--- src/rtl/pipelined_addsub_if.sv ---
// Stream interface for pipelined_addsub: operand beat in, result beat out,
// each side with its own valid/ready pair.
interface pipelined_addsub_if #(
  parameter int WIDTH = 16
);
  logic             in_valid;
  logic             in_ready;
  logic [WIDTH-1:0] a;
  logic [WIDTH-1:0] b;
  logic             cin;
  logic             sub;
  logic             out_valid;
  logic             out_ready;
  logic [WIDTH-1:0] sum;
  logic             cout;
  logic             ovf;
  logic             zero;

  modport master (
    output in_valid, a, b, cin, sub, out_ready,
    input  in_ready, out_valid, sum, cout, ovf, zero
  );

  modport slave (
    input  in_valid, a, b, cin, sub, out_ready,
    output in_ready, out_valid, sum, cout, ovf, zero
  );
endinterface

--- src/rtl/pipelined_addsub.sv ---
// Pipelined WIDTH-bit adder/subtractor: the carry chain is cut into SEG-bit
// segments, one register stage per segment, with a global stall on backpressure.
module pipelined_addsub #(
  parameter int WIDTH = 16,
  parameter int SEG   = 4
) (
  input  logic              clk,
  input  logic              rst_n,
  pipelined_addsub_if.slave bus
);
  localparam int STAGES = WIDTH / SEG;
  localparam int LAST   = STAGES - 1;
  localparam int MSB    = WIDTH - 1;

  logic             valid_q [STAGES];
  logic             valid_d [STAGES];
  logic [WIDTH-1:0] a_q     [STAGES];
  logic [WIDTH-1:0] a_d     [STAGES];
  logic [WIDTH-1:0] bp_q    [STAGES];
  logic [WIDTH-1:0] bp_d    [STAGES];
  logic [WIDTH-1:0] s_q     [STAGES];
  logic [WIDTH-1:0] s_d     [STAGES];
  logic             c_q     [STAGES];
  logic             c_d     [STAGES];
  logic             ovf_q, ovf_d;
  logic             zero_q, zero_d;
  logic             adv;
  logic [WIDTH-1:0] bp_in;
  logic             cin_in;

  // Subtraction is a + ~b + !cin, so stage 0 sees an ordinary add.
  assign bp_in  = bus.sub ? ~bus.b : bus.b;
  assign cin_in = bus.sub ? ~bus.cin : bus.cin;

  assign adv           = !(valid_q[LAST] && !bus.out_ready);
  assign bus.in_ready  = adv;
  assign bus.out_valid = valid_q[LAST];
  assign bus.sum       = s_q[LAST];
  assign bus.cout      = c_q[LAST];
  assign bus.ovf       = ovf_q;
  assign bus.zero      = zero_q;

  function automatic logic [SEG:0] seg_add(
    input logic [WIDTH-1:0] x,
    input logic [WIDTH-1:0] y,
    input logic             ci,
    input int               k
  );
    return {1'b0, x[k*SEG +: SEG]} + {1'b0, y[k*SEG +: SEG]} + {{SEG{1'b0}}, ci};
  endfunction

  always_comb begin
    logic [SEG:0] seg_sum;
    seg_sum    = seg_add(bus.a, bp_in, cin_in, 0);
    valid_d[0] = bus.in_valid;
    a_d[0]     = bus.a;
    bp_d[0]    = bp_in;
    s_d[0]     = '0;
    s_d[0][SEG-1:0] = seg_sum[SEG-1:0];
    c_d[0]     = seg_sum[SEG];
    for (int k = 1; k < STAGES; k++) begin
      seg_sum    = seg_add(a_q[k-1], bp_q[k-1], c_q[k-1], k);
      valid_d[k] = valid_q[k-1];
      a_d[k]     = a_q[k-1];
      bp_d[k]    = bp_q[k-1];
      s_d[k]     = s_q[k-1];
      s_d[k][k*SEG +: SEG] = seg_sum[SEG-1:0];
      c_d[k]     = seg_sum[SEG];
    end
  end

  // Flags are resolved while the top segment is being added.
  always_comb begin
    ovf_d  = (a_d[LAST][MSB] == bp_d[LAST][MSB]) && (s_d[LAST][MSB] != a_d[LAST][MSB]);
    zero_d = (s_d[LAST] == '0);
  end

  // Data registers only load with a valid beat, so bubbles leave the
  // last result visible on the outputs.
  always_ff @(posedge clk or negedge rst_n) begin
    if (!rst_n) begin
      for (int k = 0; k < STAGES; k++) begin
        valid_q[k] <= 1'b0;
        a_q[k]     <= '0;
        bp_q[k]    <= '0;
        s_q[k]     <= '0;
        c_q[k]     <= 1'b0;
      end
      ovf_q  <= 1'b0;
      zero_q <= 1'b0;
    end else if (adv) begin
      for (int k = 0; k < STAGES; k++) begin
        valid_q[k] <= valid_d[k];
        if (valid_d[k]) begin
          a_q[k]  <= a_d[k];
          bp_q[k] <= bp_d[k];
          s_q[k]  <= s_d[k];
          c_q[k]  <= c_d[k];
        end
      end
      if (valid_d[LAST]) begin
        ovf_q  <= ovf_d;
        zero_q <= zero_d;
      end
    end
  end
endmodule

--- src/flat_wrapper.sv ---
// flat-port wrapper written by rule: the top's interface ports become plain ports
module pipelined_addsub_flat 
#(
  parameter int WIDTH = 16,
  parameter int SEG   = 4
)
  (clk, rst_n, bus_in_valid, bus_a, bus_b, bus_cin, bus_sub, bus_out_ready, bus_in_ready, bus_out_valid, bus_sum, bus_cout, bus_ovf, bus_zero);
  pipelined_addsub_if #(.WIDTH(WIDTH)) bus_i ();
  input  logic clk;
  input  logic rst_n;
  input wire logic [$bits(bus_i.in_valid)-1:0] bus_in_valid;
  input wire logic [$bits(bus_i.a)-1:0] bus_a;
  input wire logic [$bits(bus_i.b)-1:0] bus_b;
  input wire logic [$bits(bus_i.cin)-1:0] bus_cin;
  input wire logic [$bits(bus_i.sub)-1:0] bus_sub;
  input wire logic [$bits(bus_i.out_ready)-1:0] bus_out_ready;
  output wire logic [$bits(bus_i.in_ready)-1:0] bus_in_ready;
  output wire logic [$bits(bus_i.out_valid)-1:0] bus_out_valid;
  output wire logic [$bits(bus_i.sum)-1:0] bus_sum;
  output wire logic [$bits(bus_i.cout)-1:0] bus_cout;
  output wire logic [$bits(bus_i.ovf)-1:0] bus_ovf;
  output wire logic [$bits(bus_i.zero)-1:0] bus_zero;
  assign bus_i.in_valid = bus_in_valid;
  assign bus_i.a = bus_a;
  assign bus_i.b = bus_b;
  assign bus_i.cin = bus_cin;
  assign bus_i.sub = bus_sub;
  assign bus_i.out_ready = bus_out_ready;
  assign bus_in_ready = bus_i.in_ready;
  assign bus_out_valid = bus_i.out_valid;
  assign bus_sum = bus_i.sum;
  assign bus_cout = bus_i.cout;
  assign bus_ovf = bus_i.ovf;
  assign bus_zero = bus_i.zero;
  pipelined_addsub #(.WIDTH(WIDTH), .SEG(SEG)) u_core (.clk(clk), .rst_n(rst_n), .bus(bus_i));
endmodule
--- config.mk ---
export PLATFORM = sky130hd
export DESIGN_NAME = pipelined_addsub_flat
export DESIGN_NICKNAME = d
export VERILOG_FILES = /design/src/rtl/pipelined_addsub_if.sv /design/src/rtl/pipelined_addsub.sv /design/src/flat_wrapper.sv
export SDC_FILE = /design/constraint.sdc
export NUM_CORES = 1
export LEC_CHECK = 0
export ABC_AREA = 1
export BUFFER_PORTS_ARGS = -buffer_cell sky130_fd_sc_hd__buf_2
export CORE_MARGIN = 3
export CORE_UTILIZATION = 39
export CTS_BUF_LIST = sky130_fd_sc_hd__clkbuf_16
export DETAILED_ROUTE_END_ITERATION = 8
export REMOVE_ABC_BUFFERS = 1
export SYNTH_ARGS = -nofsm -noshare
export SYNTH_HDL_FRONTEND = slang
export SYNTH_SLANG_ARGS = --single-unit
--- constraint.sdc ---
create_clock -name clk -period 3.2 [get_ports clk]
set_input_delay 0.32 -clock clk [delete_from_list [all_inputs] [get_ports clk]]
set_output_delay 0.32 -clock clk [all_outputs]
set_load 0.03 [all_outputs]
# [Yosys cells after proc, flatten, opt, wreduce, memory -nomap -nowiden]
# Index checks and enable logic that the tools add are counted.
[totals] inputBits=38 reg_bits=146 memories=0 rom_bits=0 out_inout_bits=21 ram_bits=0 elab_cells=44 latchBits=0
[op_classes] n_eq_ne=2 n_div=0 n_shift=0 n_reduce_logical=9 n_lt_le_gt_ge=0 bitwise_logic=3 mux=2 addsub=8 n_mul=0
[op_table] cell="adder 4 x 4 -> 5 bit" count=4
[op_table] cell="adder 5 x 1 -> 5 bit" count=4
[op_table] cell="logical NOT 16 bit" count=1
[op_table] cell="2-to-1 mux 16 bit" count=1
[op_table] cell="NOT 16 bit" count=1
[op_table] cell="AND reduction 2 bit" count=4
[op_table] cell="logical AND 1 bit" count=2
[op_table] cell="logical NOT 1 bit" count=2
[op_table] cell="NOT 1 bit" count=2
[op_table] cell="== test 1 bit" count=1
[op_table] cell="2-to-1 mux 1 bit" count=1
[op_table] cell="inequality test 1 bit" count=1

# [Longest topological paths before layout]
# Gate-level depths: netlist of run 1.
[logic_depth] depth_word=4 ltp_mapped=9

# [Worst setup path after synthesis of run 1]
# No wires, ideal clock.
[synth_timing] path_kind="in2reg" start="input port bus_sub" end="register u_core.c_q[3] (netlist name)" setup_time_ns=0.121 slack_ns=1.068 path_stages=9 arrival_time_ns=2.011 cell_sequence="buf_4 -> buf_4 -> xor2_1 -> fa_1 -> fa_1 -> a21oi_1 -> nor2_1 -> nor3_1 -> nor2_1"
[synth_between] elab_chain_cells=3
[synth_rtl] element="start: declaration" line="flat_wrapper.sv:15" rtl="input wire logic [$bits(bus_i.sub)-1:0] bus_sub;"
[synth_rtl] element="2-to-1 mux 16 bit" line="pipelined_addsub.sv:32" rtl="assign bp_in = bus.sub ? ~bus.b : bus.b;"
[synth_rtl] element="adder 4 x 4 -> 5 bit" line="pipelined_addsub.sv:49" rtl="return {1'b0, x[k*SEG +: SEG]} + {1'b0, y[k*SEG +: SEG]} + {{SEG{1'b0}}, ci};"
[synth_rtl] element="adder 5 x 1 -> 5 bit *" line="pipelined_addsub.sv:49"
[synth_rtl] element="end signal: indexed assignment" line="pipelined_addsub.sv:98" rtl="c_q[k] <= c_d[k];"
[synth_rtl] element="end: declaration" line="pipelined_addsub.sv:23" rtl="logic c_q [STAGES];"
# Mark *: on every way between the ends. The rest lies on a longest branch, timed or not.
# A chain may end at the register's enable or synchronous reset.

==> results of run 1 <==
synthesized netlist by cell type, types with 2 or more instances:
library cell  number  area, um^2
buf_2             10        50.1
inv_2              3        11.3
nand2_1          166         623
dfrtp_1           98        2450
nor2_8             2        40.0
o21ai_1           39         195
nand3b_1           2        15.0
nand3_1           10        50.1
buf_4              4        30.0
ha_1              12         150
xnor2_1            9        78.8
xor2_1            11        96.3
a21oi_1            8        40.0
nor2_4             2        22.5
nor2_1            15        56.3
inv_1             38         143
buf_6              5        56.3
o21ai_0           29         145
fa_1               8         160
metrics by stage:
stage | hold slack, ps | std cells | utilization [%] | area [um^2] | power [mW]
2_1_floorplan | 24.4 | 457 | - | 4310 | 3.26
3_3_place_gp | 359 | 658 | 43.7 | 4800 | 3.72
3_5_place_dp | 357 | 658 | 43.7 | 4800 | 3.79
4_1_cts | 175 | 675 | 46.7 | 5130 | 4.94
5_1_grt | 184 | 675 | 46.7 | 5130 | 5.30
6_report | 179 | 675 | 46.7 | 5130 | 4.88
layout by cell type, fill, tap and decap left out, drive strengths merged, types with 3 or more instances in the layout:
master and instances:
nand2 166, dfrtp 98, o21ai 68, buf 61, inv 43, nor2 20
ha 12, xor2 11, nand3 10, xnor2 9, clkbuf 9, a21oi 8
fa 8, clkinv 3
final cells by class:
type                    count  area share (%)
flip-flops and latches     98            47.8
multi-input cells         317            33.1
repair buffers             62            6.34
clock buffers               9            4.39
well taps                 140            3.42
inverters                  42            3.12
clock inverters             7            1.81
worst reg2reg max path: stages (launching register included):
cell	delay [ps]
dfrtp_1	410
fa_1	480
fa_1	470
nor2_1	160
nand2_1	60
nor2_1	130
nand2_1	80
nor2_1	100
nand2_1	60
nand2_1	60
cells by family (layout without fill, tap and decap cells):
group	after synthesis	count (layout)	synth area share, %
AND/OR/NAND/NOR	200	200	18.5
flip-flops	98	98	55.1
AO/OA/AOI/OAI	77	77	8.72
buffers and inverters	61	120	6.67
adder cells (fa/ha/maj)	20	20	6.98
XOR/XNOR	20	20	3.94
power by group:
part	switching, mW	leakage [nW]	total, mW	internal, mW
logic	1.15	1.25	1.75	0.604
registers	0.260	1.23	1.99	1.73
clock network	0.450	0.151	1.13	0.683
total	1.86	2.63	4.88	3.02
sequential cells by signal, summed over array words and instances, names as in the netlist:
register              count
u_core.a_d               24
u_core.bp_d              24
u_core.s_d               24
u_core.bus.sum           16
u_core.c_q                3
u_core.valid_d            3
u_core.bus.cout           1
u_core.bus.out_valid      1
u_core.bus.ovf            1
u_core.bus.zero           1
how the worst max path moves through the flow:
stage | slack, ps | depth (start not counted) | end
6_report | 1150 | 9 | u_core.bus.zero
5_1_grt | 890 | 6 | u_core.s_d[22]
4_1_cts | 1140 | 9 | u_core.bus.zero
3_5_place_dp | 900 | 8 | u_core.c_q[3]
3_3_place_gp | 970 | 8 | u_core.c_q[3]
2_1_floorplan | 1410 | 9 | u_core.bus.zero
layer usage:
layer / up-vias / global-route usage, % / share of wire (%)
met4: 0 / 4.81 / 1.7
met2: 54 / 21.3 / 44
met1: 1382 / 19.6 / 50
met5: - / 0 / 0
li1: 1596 / - / -
met3: 9 / 2.51 / 4.4
==> impl_metrics.env, run 1 <==
export IMPL_outcome="complete, no violations"
export IMPL_dp_hpwl_mm=5.92
export IMPL_ys_types=24
export IMPL_route_detailed_drc=0
export IMPL_cp_top_family="adder cells"
export IMPL_antenna_cells=0
export IMPL_cts_tree="built"
export IMPL_worst_slew_pin_slew_ps=806
export IMPL_slew_headroom_pct=46.2
export IMPL_cp_slowest_stage_delay_ps=480
export IMPL_clockBufferDepth=2
export IMPL_crit_top_cell="nand2_1"
export IMPL_antenna_found_initial=0
export IMPL_pre_cts_ws_ps=904
export IMPL_start_util_pct=40.5
export IMPL_portBuffers=58
export IMPL_via_per_inst=4.51
export IMPL_setup_viol=0
export IMPL_setup_ws_ps=1150
export IMPL_min_period_ps=2050
export IMPL_grt_overflow_total=0
export IMPL_reg2reg_depth=9
export IMPL_ys_seq_elements=98
export IMPL_maxCapViolations=0
export IMPL_endpoint_kind="flop"
export IMPL_rrSetupSlack_ps=1150
export IMPL_wl_per_cell_um=12.1
export IMPL_cts_buffers=9
export IMPL_multi_input_area_um2=1700
export IMPL_die_area_um2=12700
export IMPL_slew_violations=0
export IMPL_fin_skew_ps=4.70
export IMPL_num_fill_cells=1064
export IMPL_synth_seq_area_share_pct=55.1
export IMPL_drt_total_wl_mm=8.14
export IMPL_p_leak_nw=2.63
export IMPL_pin_count=59
export IMPL_rsz0062_at_grt="false"
export IMPL_start_kind="flop"
export IMPL_path_max_fanout=2
export IMPL_async_reset_ff_share_pct=100
export IMPL_cp_startpoint="u_core.c_q[1]"
export IMPL_drtIter0Drc=159
export IMPL_syn_area_um2=4450
export IMPL_hold_path_class="input port to flop"
export IMPL_cts_setup_buffers=0
export IMPL_area_delta_synth_final_pct=15.3
export IMPL_fp_dieH_um=113
export IMPL_vias=3041
export IMPL_clock_latency_ps=340
export IMPL_worst_endpoint_arrival_ps=2320
export IMPL_drive_gt1_share_pct=15.7
export IMPL_nets=588
export IMPL_ir_drop_uv=482
export IMPL_max_freq_ghz=0.488
export IMPL_gp_congestion=0.762
export IMPL_ys_warn_count=0
export IMPL_clock_sinks=98
export IMPL_dieWidth_um=113
export IMPL_row_count=38
export IMPL_area_sequential_um2=2450
export IMPL_h_tree_depth=3
export IMPL_cts_hold_buf=1
export IMPL_criticalPathCategory="flop to flop"
export IMPL_cts_resized=0
export IMPL_ant_nets=0
export IMPL_p_per_area_nw_per_um2=951
export IMPL_worstReg2RegStart="u_core.c_q[1]"
export IMPL_synthFlopType="dfrtp_1"
export IMPL_crit_path_cell_trace="fa_1, fa_1, nor2_1, nand2_1, nor2_1, nand2_1, nor2_1, nand2_1, nand2_1"
export IMPL_required_ps=3480
export IMPL_grt_max_degree=46
export IMPL_clk_pin_slew_worst_paths_ps=70
export IMPL_grt_pass1_vias=3052
export IMPL_setup_tns_ps=0
export IMPL_netlist_instances=476
export IMPL_hold_violations=0
export IMPL_grt_pass1_wl_mm=14.3
export IMPL_postSynthAreaPerCell_um2=9.34
export IMPL_period_share_pct=64.0
export IMPL_grt_use_total_pct=13.8
export IMPL_synth_edf_count=0
export IMPL_min_from="bus_a[14]"
export IMPL_core_area_um2=11000
export IMPL_first_pass_iters=4
export IMPL_crit_buf_inv=0
export IMPL_hold_depth=3
export IMPL_r2r_end="u_core.bus.zero"
export IMPL_min_to="u_core.a_d[46]"
export IMPL_crit_path_top_delay_cell="fa_1"
export IMPL_cts_root_buf="clkbuf_16"
No activity file was read; power rests on OpenSTA's default activity.
==> run 2: changes to the inputs <==
Clock period 3.2 ns to 1.7 ns, I/O delays scaled along.
==> impl_metrics.env, run 2 (same netlist as run 1, synthesis figures left out) <==
export IMPL_outcome="finished with violations"
export IMPL_violations="negative setup slack"
export IMPL_row_count=38
export IMPL_slew_headroom_pct=66.6
export IMPL_clock_sinks=98
export IMPL_post_route_util_pct=47.0
export IMPL_path_max_fanout=2
export IMPL_ir_drop_uv=679
export IMPL_vias=3121
export IMPL_grt_pass1_wl_mm=14.6
export IMPL_rrSetupSlack_ps=-100
export IMPL_final_cell_mix="166 x nand2_1, 98 x dfrtp_1, 57 x buf_2"
export IMPL_start_kind="flop"
export IMPL_wl_per_cell_um=12.0
export IMPL_final_common_cell="nand2_1"
export IMPL_first_pass_iters=4
export IMPL_hold_violations=0
export IMPL_cts_buffers=9
export IMPL_required_ps=1980
export IMPL_ant_nets=0
export IMPL_maxCapViolations=0
export IMPL_drt_total_wl_mm=8.19
export IMPL_criticalPathCategory="flop to flop"
export IMPL_worst_endpoint_arrival_ps=2080
export IMPL_setup_viol=1
export IMPL_h_tree_depth=3
export IMPL_clock_latency_ps=340
export IMPL_p_per_area_nw_per_um2=1730
export IMPL_period_share_pct=106
export IMPL_endpoint="u_core.bus.zero"
export IMPL_gp_congestion=0.779
export IMPL_antenna_found_initial=0
export IMPL_fin_skew_ps=5.05
export IMPL_start_util_pct=40.5
export IMPL_clk_pin_slew_worst_paths_ps=70
export IMPL_reg2reg_depth=9
export IMPL_p_leak_nw=2.65
export IMPL_p_total_mw=8.95
export IMPL_dieWidth_um=113
export IMPL_r2r_end="u_core.bus.zero"
export IMPL_hold_path_class="input port to flop"
export IMPL_cts_tree="built"
export IMPL_setup_ws_ps=-99.3
export IMPL_endpoint_kind="flop"
export IMPL_rsz0062_at_grt="true"
export IMPL_worst_slew_pin_slew_ps=501
export IMPL_grt_pass1_vias=3181
export IMPL_route_detailed_drc=0
export IMPL_die_area_um2=12700
export IMPL_drive_gt1_share_pct=17.1
export IMPL_grt_overflow_total=0
export IMPL_cts_root_buf="clkbuf_16"
export IMPL_placed_cell_area_um2=4860
export IMPL_max_freq_ghz=0.556
export IMPL_drtIter0Drc=142
export IMPL_cp_startpoint="u_core.c_q[1]"
export IMPL_clockBufferDepth=2
export IMPL_portBuffers=58
export IMPL_via_per_inst=4.57
export IMPL_holdWs_ps=29.9
export IMPL_grt_max_degree=41
export IMPL_finalInstanceArea_um2=5170
export IMPL_antenna_cells=0
export IMPL_worstReg2RegStart="u_core.c_q[1]"
export IMPL_grt_use_total_pct=14.0
export IMPL_fp_dieH_um=113
export IMPL_setup_tns_ps=-99.3
export IMPL_dp_hpwl_mm=5.93
export IMPL_slew_violations=0
export IMPL_area_delta_synth_final_pct=16.2
export IMPL_pin_count=59
export IMPL_core_area_um2=11000
export IMPL_min_period_ps=1800
export IMPL_nets=596
[run 2: final cells by class]
| type | instances | area, um^2 |
|---|---|---|
| fill | 1047 | 5820 |
| clock inverter | 7 | 36.3 |
| clock buffer | 9 | 225 |
| sequential | 98 | 2450 |
| multi-input combinational | 317 | 1710 |
| tap | 140 | 175 |
| inverter | 42 | 160 |
| timing repair buffer | 70 | 410 |
[run 2: per-layer routing]
layer | up-vias | routed length, um | global-route usage (%)
met1 | 1440 | 4190 | 19.5
met3 | 7 | 372 | 3.85
li1 | 1620 | - | -
met4 | 0 | 112 | 4.81
met5 | - | 0 | 0
met2 | 54 | 3510 | 21.3
[run 2: critical path, stage by stage (launching register included)]
cell,delay [ps]
dfrtp_1,400
fa_2,410
fa_2,430
nor2_1,110
nand2_1,50
nor2_1,100
nand2_1,50
nor2_1,90
nand2_1,50
nand2_1,50
[run 2: worst min path at each step]
stage          slack, ps  cells past startpoint                   end      start
3_3_place_gp         160                      1  u_core.bus.out_valid      rst_n
6_report              30                      3        u_core.a_d[45]  bus_a[13]
3_5_place_dp         160                      1     u_core.valid_d[1]      rst_n
2_1_floorplan       -130                      0        u_core.a_d[12]      rst_n
5_1_grt               30                      3        u_core.a_d[39]   bus_a[7]
4_1_cts               20                      3        u_core.a_d[38]   bus_a[6]
[run 2: metrics by stage]
| stage | std cells | setup slack, ps |
|---|---|---|
| 2_1_floorplan | 457 | -87.0 |
| 3_3_place_gp | 663 | -151 |
| 3_5_place_dp | 663 | -199 |
| 4_1_cts | 682 | -138 |
| 5_1_grt | 683 | -229 |
| 6_report | 683 | -99.3 |
[run 2: repair_timing]
action                                 4_1_cts  5_1_grt
pin swaps                                    1        1
hold buffers                                 1        0
gates resized for setup                      2        3
buffers inserted                             2        1
setup endpoints to repair                    3        3
endpoints found under the hold margin       34        0
[run 2: power by group]
group          switching (mW)  internal [mW]
clock                   0.842          0.971
sequential              0.494           3.26
combinational            2.17           1.21
total                    3.51           5.44
==> run 3: changes to the inputs <==
Settings changed: BUFFER_PORTS_ARGS -buffer_cell sky130_fd_sc_hd__buf_2 to not set, DONT_BUFFER_PORTS set to 1.
==> impl_metrics.env, run 3 (same netlist as run 1, synthesis figures left out) <==
export IMPL_setup_ws_ps=-92.9
export IMPL_clock_latency_ps=330
export IMPL_p_sw_share_pct=39.3
export IMPL_antenna_cells=0
export IMPL_num_fill_cells=1051
export IMPL_cts_tree="built"
export IMPL_cts_buffers=9
export IMPL_drive_gt1_share_pct=7.11
export IMPL_nets=545
export IMPL_endpoint="u_core.bus.zero"
export IMPL_crit_top_cell="nand2_1"
export IMPL_setup_tns_ps=-92.9
export IMPL_grt_pass1_wl_mm=13.8
export IMPL_vias=2949
export IMPL_r2r_end="u_core.bus.zero"
export IMPL_pin_count=59
export IMPL_worst_endpoint_arrival_ps=2060
export IMPL_p_int_mw=5.29
export IMPL_path_max_fanout=2
export IMPL_die_area_um2=12700
export IMPL_drtIter0Drc=234
export IMPL_final_cell_mix="166 x nand2_1, 98 x dfrtp_1, 39 x o21ai_1"
export IMPL_outcome="finished with violations"
export IMPL_wl_per_cell_um=12.7
export IMPL_setup_viol=1
export IMPL_min_period_ps=1790
export IMPL_maxCapViolations=0
export IMPL_p_per_area_nw_per_um2=1760
export IMPL_placed_cell_area_um2=4530
export IMPL_cp_slowest_stage_delay_ps=430
export IMPL_ir_drop_uv=665
export IMPL_core_area_um2=11000
export IMPL_route_detailed_drc=0
export IMPL_final_common_cell="nand2_1"
export IMPL_area_delta_synth_final_pct=11.1
export IMPL_dpl_cell_count=603
export IMPL_h_tree_depth=3
export IMPL_antenna_found_initial=0
export IMPL_clockBufferDepth=2
export IMPL_first_pass_iters=4
export IMPL_grt_max_degree=99
export IMPL_ant_nets=0
export IMPL_rsz0062_at_grt="true"
export IMPL_holdWs_ps=-470
export IMPL_violations="negative hold slack, negative setup slack"
export IMPL_start_util_pct=40.5
export IMPL_cp_startpoint="u_core.c_q[1]"
export IMPL_p_comb_share_pct=31.3
export IMPL_via_per_inst=4.67
export IMPL_pwr_share_seq_pct=47.7
export IMPL_pre_cts_ws_ps=-169
export IMPL_criticalPathCategory="flop to flop"
export IMPL_start_kind="flop"
export IMPL_p_leak_nw=2.43
export IMPL_endpoint_kind="flop"
export IMPL_dp_hpwl_mm=5.72
export IMPL_crit_path_cell_trace="fa_2, fa_2, nor2_1, nand2_1, nor2_1, nand2_1, nor2_1, nand2_1, nand2_1"
export IMPL_worst_slew_pin_slew_ps=472
export IMPL_dieWidth_um=113
export IMPL_grt_use_total_pct=13.4
export IMPL_period_share_pct=105
export IMPL_fin_cells=632
export IMPL_crit_path_top_delay_cell="fa_2"
export IMPL_required_ps=1970
export IMPL_clk_pin_slew_worst_paths_ps=70
export IMPL_slew_violations=0
export IMPL_fin_skew_ps=7.13
export IMPL_rrSetupSlack_ps=-90
export IMPL_portBuffers=0
export IMPL_fp_dieH_um=113
export IMPL_drt_total_wl_mm=8.06
export IMPL_reg2reg_depth=9
export IMPL_finalInstanceArea_um2=4940
export IMPL_grt_overflow_total=0
export IMPL_slew_headroom_pct=68.5
export IMPL_hold_path_class="input port to async pin"
export IMPL_max_freq_ghz=0.558
export IMPL_netSwitchingPower_mw=3.42
export IMPL_worstReg2RegStart="u_core.c_q[1]"
export IMPL_hold_violations=98
export IMPL_gp_congestion=0.750
export IMPL_clock_sinks=98
export IMPL_cts_hold_buf=12
export IMPL_cts_root_buf="clkbuf_16"
export IMPL_grt_pass1_vias=2918
export IMPL_row_count=38
export IMPL_clock_power_share_pct=21.0
## run 3: cell count changes in the layout (fill, tap and decap cells not counted), sizes merged
cell and change:
dlygate4sd3 +11, clkinv -1, buf -62, clkinvlp +1
## run 3: critical path: cells and delay by family, from the launching register on
family | cells | cell delay, ps
and+or+nand+nor | 7 | 490
adders and majority gates | 2 | 840
DFF | 1 | 400
## run 3: through the flow
| step | hold slack, ps | power [mW] | utilization [%] |
|---|---|---|---|
| 2_1_floorplan | -126 | 6.13 | - |
| 3_3_place_gp | -123 | 6.78 | 41.3 |
| 3_5_place_dp | -123 | 6.89 | 41.3 |
| 4_1_cts | -485 | 8.80 | 44.9 |
| 5_1_grt | -490 | 9.50 | 45.0 |
| 6_report | -470 | 8.71 | 45.0 |
## run 3: final cells by class
| type | count | area (um^2) | share of cell area, % |
|---|---|---|---|
| clock buffers | 9 | 225 | 4.56 |
| clock inverters | 7 | 46.3 | 0.937 |
| inverters | 42 | 160 | 3.24 |
| multi-input cells | 317 | 1710 | 34.6 |
| flip-flops and latches | 98 | 2450 | 49.6 |
| well taps | 140 | 175 | 3.54 |
| repair buffers | 19 | 173 | 3.49 |
## run 3: routing by layer
layer / wire length, um / global-route usage [%] / share of wire [%] / up-vias
met5: 0 / 0 / 0 / -
met4: 102 / 3.85 / 1.3 / 0
met3: 409 / 3.16 / 5.1 / 8
met2: 3550 / 20.2 / 44 / 60
met1: 4000 / 19.3 / 50 / 1369
li1: - / - / - / 1512
## run 3: worst min-delay path by stage
stage | to | slack (ps)
floorplan | u_core.a_d[12] | -130
global placement | u_core.bus.ovf | -120
detailed placement | u_core.bus.cout | -120
CTS | u_core.a_d[36] | -480
global route | u_core.bus.sum[3] | -490
finish | u_core.valid_d[0] | -470
## run 3: power groups by stage
stage	sequential (mW)	combinational [mW]	clock, mW
finish	4.16	2.73	1.83
global route	4.29	3.23	1.98
CTS	4.17	2.74	1.89
detailed placement	4.21	2.68	0
global placement	4.17	2.61	0
floorplan	4.07	2.06	0
## run 3: what timing repair did
item / 4_1_cts / 5_1_grt
pin swaps: 2 / 2
setup endpoints to repair: 3 / 3
buffers inserted: 1 / 0
resized for setup: 3 / 3
hold endpoints to repair: 110 / 98
cloned: 0 / 0
